[src/rtl/shift_pkg.sv]
// Shared types for the iterative shifter: op encoding and FSM states.
// The optional rotate-right mode is enabled by defining ITER_SHIFTER_ROR_EN.
package shift_pkg;

    typedef enum logic [1:0] {
        SH_NONE = 2'b00,
        SH_LSL  = 2'b01,
        SH_LSR  = 2'b10,
        SH_ASR  = 2'b11
    } shift_op_t;

    typedef enum logic [1:0] {
        S_IDLE  = 2'b00,
        S_SHIFT = 2'b01,
        S_DONE  = 2'b10
    } state_t;

endpackage

[src/rtl/shift_step.sv]
// Combinational single-bit-position shift step.
// With ITER_SHIFTER_ROR_EN defined, SH_NONE becomes a one-bit rotate right.
module shift_step
    import shift_pkg::*;
#(
    parameter int W = 16
) (
    input  logic [W-1:0] d,
    input  logic [1:0]   op,
    output logic [W-1:0] d_next
);

    always_comb begin
        d_next = d;
        case (shift_op_t'(op))
            SH_LSL:  d_next = {d[W-2:0], 1'b0};
            SH_LSR:  d_next = {1'b0, d[W-1:1]};
            SH_ASR:  d_next = {d[W-1], d[W-1:1]};
`ifdef ITER_SHIFTER_ROR_EN
            SH_NONE: d_next = {d[0], d[W-1:1]};
`else
            SH_NONE: d_next = d;
`endif
            default: d_next = d;
        endcase
    end

endmodule

[src/rtl/iter_shifter.sv]
// Multi-cycle shifter: one bit position per clock, valid/ready at both ends.
// Define ITER_SHIFTER_ROR_EN to turn op 00 with a nonzero amount into rotate right.
module iter_shifter
    import shift_pkg::*;
#(
    parameter int W = 16
) (
    input  logic                   clk,
    input  logic                   rst_n,
    input  logic                   in_valid,
    output logic                   in_ready,
    input  logic [W-1:0]           in_data,
    input  logic [1:0]             in_op,
    input  logic [$clog2(W)-1:0]   in_amt,
    output logic                   out_valid,
    input  logic                   out_ready,
    output logic [W-1:0]           out_data,
    output logic                   busy
);

    localparam int AW = $clog2(W);

    state_t         state_q;
    shift_op_t      op_q;
    logic [W-1:0]   work_q;
    logic [W-1:0]   work_d;
    logic [AW-1:0]  cnt_q;
    logic [W-1:0]   out_data_q;
    logic           out_valid_q;
    logic           skip_d;

    shift_step #(.W(W)) u_step (
        .d      (work_q),
        .op     (op_q),
        .d_next (work_d)
    );

    // Requests that need no shifting go straight to DONE with the operand as result.
`ifdef ITER_SHIFTER_ROR_EN
    assign skip_d = (in_amt == '0);
`else
    assign skip_d = (in_amt == '0) || (shift_op_t'(in_op) == SH_NONE);
`endif

    always_ff @(posedge clk or negedge rst_n) begin
        if (!rst_n) begin
            state_q     <= S_IDLE;
            op_q        <= SH_NONE;
            work_q      <= '0;
            cnt_q       <= '0;
            out_data_q  <= '0;
            out_valid_q <= 1'b0;
        end else begin
            case (state_q)
                S_IDLE: begin
                    if (in_valid) begin
                        op_q   <= shift_op_t'(in_op);
                        work_q <= in_data;
                        cnt_q  <= in_amt;
                        if (skip_d) begin
                            out_data_q  <= in_data;
                            out_valid_q <= 1'b1;
                            state_q     <= S_DONE;
                        end else begin
                            state_q <= S_SHIFT;
                        end
                    end
                end
                S_SHIFT: begin
                    work_q <= work_d;
                    cnt_q  <= cnt_q - 1'b1;
                    if (cnt_q == AW'(1)) begin
                        out_data_q  <= work_d;
                        out_valid_q <= 1'b1;
                        state_q     <= S_DONE;
                    end
                end
                S_DONE: begin
                    if (out_ready) begin
                        out_valid_q <= 1'b0;
                        state_q     <= S_IDLE;
                    end
                end
                default: begin
                    out_valid_q <= 1'b0;
                    state_q     <= S_IDLE;
                end
            endcase
        end
    end

    // Ready depends only on state, so a DONE->IDLE handoff never overlaps an accept.
    assign in_ready  = (state_q == S_IDLE);
    assign busy      = (state_q == S_SHIFT) || (state_q == S_DONE);
    assign out_valid = out_valid_q;
    assign out_data  = out_data_q;

endmodule

[config.mk]
export PLATFORM = sky130hd
export DESIGN_NAME = iter_shifter
export DESIGN_NICKNAME = d
export VERILOG_FILES = /design/src/rtl/shift_pkg.sv /design/src/rtl/shift_step.sv /design/src/rtl/iter_shifter.sv
export SDC_FILE = /design/constraint.sdc
export NUM_CORES = 1
export LEC_CHECK = 0
export BUFFER_PORTS_ARGS = -buffer_cell sky130_fd_sc_hd__buf_4
export CORE_MARGIN = 5
export CORE_UTILIZATION = 50
export CTS_CLUSTER_SIZE = 8
export DETAILED_ROUTE_END_ITERATION = 7
export PLACE_DENSITY = 0.76
export SETUP_SLACK_MARGIN = 0.1
export SYNTH_ARGS = -nofsm -noshare
export SYNTH_HDL_FRONTEND = slang
export SYNTH_SLANG_ARGS = --single-unit
[constraint.sdc]
create_clock -name clk -period 1.95 [get_ports clk]
set_input_delay 0.2925 -clock clk [delete_from_list [all_inputs] [get_ports clk]]
set_output_delay 0.2925 -clock clk [all_outputs]
set_load 0.1 [all_outputs]
==> summary.log <==
qor: run_status.outcome completed
qor: layout.design.final.nets 303
qor: floorplanning.start_util 0.506
qor: timing.finalClockSkew 0.00709 ns
qor: layout.number_of_antenna_repair_diodes 0
qor: layout.area_growth_from_synthesis_to_final_layout 26.0%
qor: layout.final_layout_size_suffix_gt1_frac 0.425
qor: hold_path.timing.hold.worst.class input pin to flip-flop
qor: floorplanning.design.die.area 0.00619 mm2
qor: timing.worst_hold_margin 0.269 ns
qor: detailed_routing.vias_per_cell 5.40
qor: timing.worst-slew-pin-transition 0.518 ns
qor: timing.hold_violations 0
qor: yosys.synth_area_per_cell 10.7 um2
qor: timing.period_needed 1.84 ns
qor: yosys.yosys-top-cells-count sky130_fd_sc_hd__dfrtp_1, sky130_fd_sc_hd__mux2_2, sky130_fd_sc_hd__inv_1
qor: clock_network.cts-buffers-inserted 5
qor: placed_design.dp_slack 0.0636 ns
qor: hold_path.min_delay_path_depth 2
qor: floorplanning.floorplan.io_pins 45
qor: global_route.antenna_found_initial 0
qor: yosys.synthFlopType sky130_fd_sc_hd__dfrtp_1
qor: yosys.syn_nets 252
qor: placed_design.portBuffers 44
qor: global_route.grt_pass1_vias 1,837
qor: yosys.ys_ff_latch 41
qor: yosys.synth.largest_area_cell sky130_fd_sc_hd__dfrtp_1
qor: worst_setup_path.timing.critical_path.fanout_max 7
qor: clock_network.clkSlewWorstSetupHoldPaths 0.08 ns
qor: floorplanning.dieHeight 78.6 um
qor: flow_run.max_cap_violations 0
qor: timing.timing.final.crit_share 0.945
qor: yosys.synth-async-reset-ratio 1.00
qor: yosys.edff_count_synth 0
qor: timing.maxSlewViolCount 0
qor: global_route.grt-ovfl-total 0
qor: yosys.synth_most_common_cell sky130_fd_sc_hd__dfrtp_1
qor: timing.setup_viol 0
qor: yosys.seq_area_frac_synth 0.435
qor: placed_design.place_congestion 0.825
qor: clock_network.h-tree-depth 2
qor: clock_network.worstSkewPairLatency 0.29 ns
qor: detailed_routing.drtIter0Drc 84
qor: clock_network.tritoncts built
qor: yosys.synth.distinct_cells 33
qor: timing.layout_setup_ws 0.108 ns
qor: yosys.yosysWarningCount 0
qor: global_route.grt_use_total 0.165
qor: global_route.first_pass_grt_wire_length 8.19 mm
qor: clock_network.clockBufferDepth 2
qor: detailed_routing.antenna_left 0
qor: yosys.synth_largest_type_area_fraction 0.435
qor: worst_setup_path.worstPathArrival 2.02 ns
qor: detailed_routing.vias_after_detailed_routing 1,767
qor: detailed_routing.dr.pass1.iters 4
qor: worst_setup_path.critical_path.endpoint_type flip-flop
qor: global_route.pin_count_of_the_biggest_net_entering_global_routing 42
qor: detailed_routing.average_wire_per_cell_in_the_routed_design 14.4 um
qor: floorplanning.core-area 0.00466 mm2
qor: worst_setup_path.critical_path_class flip-flop to flip-flop
qor: detailed_routing.drt_wl_total 4.71 mm
qor: worst_setup_path.setup.worst_path.start_class flip-flop
qor: worst_setup_path.rr_worst_depth 7
qor: timing.timing.slew.headroom 0.655
qor: yosys.synth.cell_area 0.00236 mm2
qor: yosys.syn_inst 221
qor: clock_network.tritoncts_num_sinks 41
qor: timing.finalSetupTns 0 ns
qor: floorplanning.fp.dieW 78.6 um
qor: timing.clock.fmax 543 MHz
qor: timing.unrepaired_setup_endpoints_after_global_routing yes
qor: placed_design.post-dp-hpwl 3.38 mm
qor: clock_network.cts_root_buf sky130_fd_sc_hd__clkbuf_8
qor: worst_setup_path.required 2.13 ns
qor: floorplanning.std_cell_rows 25
qor: yosys.synth_top_area_cells sky130_fd_sc_hd__dfrtp_1, sky130_fd_sc_hd__mux2_2, sky130_fd_sc_hd__mux2_4, sky130_fd_sc_hd__nand2b_1, sky130_fd_sc_hd__o211ai_1
qor: detailed_routing.post-route-drc-count 0
[critical path, stage by stage, from the launching register on]
cell                      delay, ns
sky130_fd_sc_hd__dfrtp_1       0.39
sky130_fd_sc_hd__inv_2         0.07
sky130_fd_sc_hd__ha_1          0.12
sky130_fd_sc_hd__or3b_4        0.38
sky130_fd_sc_hd__nand2_2       0.08
sky130_fd_sc_hd__o211a_4       0.22
sky130_fd_sc_hd__buf_12        0.14
sky130_fd_sc_hd__mux2_2        0.33
[sequential cells by signal (all words and copies together), names as in the netlist]
name       count
out_data      16
work_q        16
cnt_q          4
op_q           2
state_q        2
out_valid      1
[cells in the final DEF (no fill, tap or decap), drive strengths merged]
| cell type | Yosys | routed |
|---|---|---|
| o21ai | 20 | 20 |
| clkbuf | 7 | 7 |
| nand2b | 15 | 15 |
| ha | 5 | 5 |
| nor2b | 8 | 8 |
| o22ai | 2 | 2 |
| nand3b | 1 | 1 |
| a221oi | 1 | 1 |
| dlygate4sd3 | 0 | 1 |
| or4 | 1 | 1 |
| or3b | 1 | 1 |
| nand3 | 2 | 2 |
| o211a | 2 | 2 |
| and2 | 1 | 1 |
| nor3 | 1 | 1 |
| dfrtp | 41 | 41 |
| a21oi | 8 | 8 |
| bufinv | 0 | 1 |
| a31oi | 4 | 4 |
| nor2 | 7 | 7 |
| buf | 8 | 58 |
| mux2 | 40 | 40 |
| a211o | 3 | 3 |
| mux2i | 3 | 3 |
| inv | 21 | 21 |
| nand2 | 5 | 5 |
| a22oi | 1 | 1 |
| o32a | 1 | 1 |
| o211ai | 12 | 12 |
[layout make-up]
type                       instances  area, um2
clock buffer                       7       86.3
clock inverter                     1       30.0
fill                             380       1690
inverter                          21       78.8
multi-input combinational        144       1200
sequential                        41       1030
tap                               54       67.6
timing repair buffer              59        482
[per-layer routing]
metal | share of wire | vias up | routed length [um] | global-route usage
met5 | 0 | - | 0 | 0
met4 | 0.013 | 0 | 61 | 0.0455
met3 | 0.057 | 7 | 269 | 0.0528
met2 | 0.49 | 39 | 2300 | 0.276
met1 | 0.44 | 844 | 2090 | 0.204
li1 | - | 877 | - | -
[cell families after synthesis]
group                      after synthesis  synth area share
muxes                                   43             0.217
adders and majority gates                5            0.0266
DFF                                     41             0.435
AOI/OAI and AO/OA                       54             0.149
and+or+nand+nor                         42             0.101
buffers and inverters                   36            0.0717
[metrics by stage]
step	utilization	std cells	cell area (um2)
6_report	0.637	327	2970
5_1_grt	0.637	327	2970
3_3_place_gp	0.591	313	2760
4_1_cts	0.629	324	2930
2_1_floorplan	-	221	2370
3_5_place_dp	0.591	313	2760
[timing repair]
| item | 4_1_cts | 5_1_grt |
|---|---|---|
| endpoints found under the hold margin | 33 | 0 |
| setup endpoints to repair | 6 | 18 |
| hold buffers | 1 | 0 |
| pin swaps | 1 | 0 |
| buffers inserted | 1 | 3 |
| cloned | 1 | 0 |
| resized for setup | 5 | 7 |
[worst paths after layout]
path / start / end / slack [ns]
worst max-delay path: cnt_q[1]$_DFFE_PN0P_ / out_data[0]$_DFFE_PN0P_ / 0.11
worst min-delay path: in_op[0] / op_q[0]$_DFFE_PN0P_ / 0.27
worst max register to register: cnt_q[1]$_DFFE_PN0P_ / out_data[0]$_DFFE_PN0P_ / 0.11
worst min register to register: out_valid$_DFFE_PN0P_ / out_valid$_DFFE_PN0P_ / 0.51
max in group asynchronous: rst_n / op_q[0]$_DFFE_PN0P_ / 1.04
min in group asynchronous: rst_n / out_data[14]$_DFFE_PN0P_ / 0.52
Power is not shown: default switching activity piles up to over one toggle a cycle in this logic, so the estimate is an artifact.
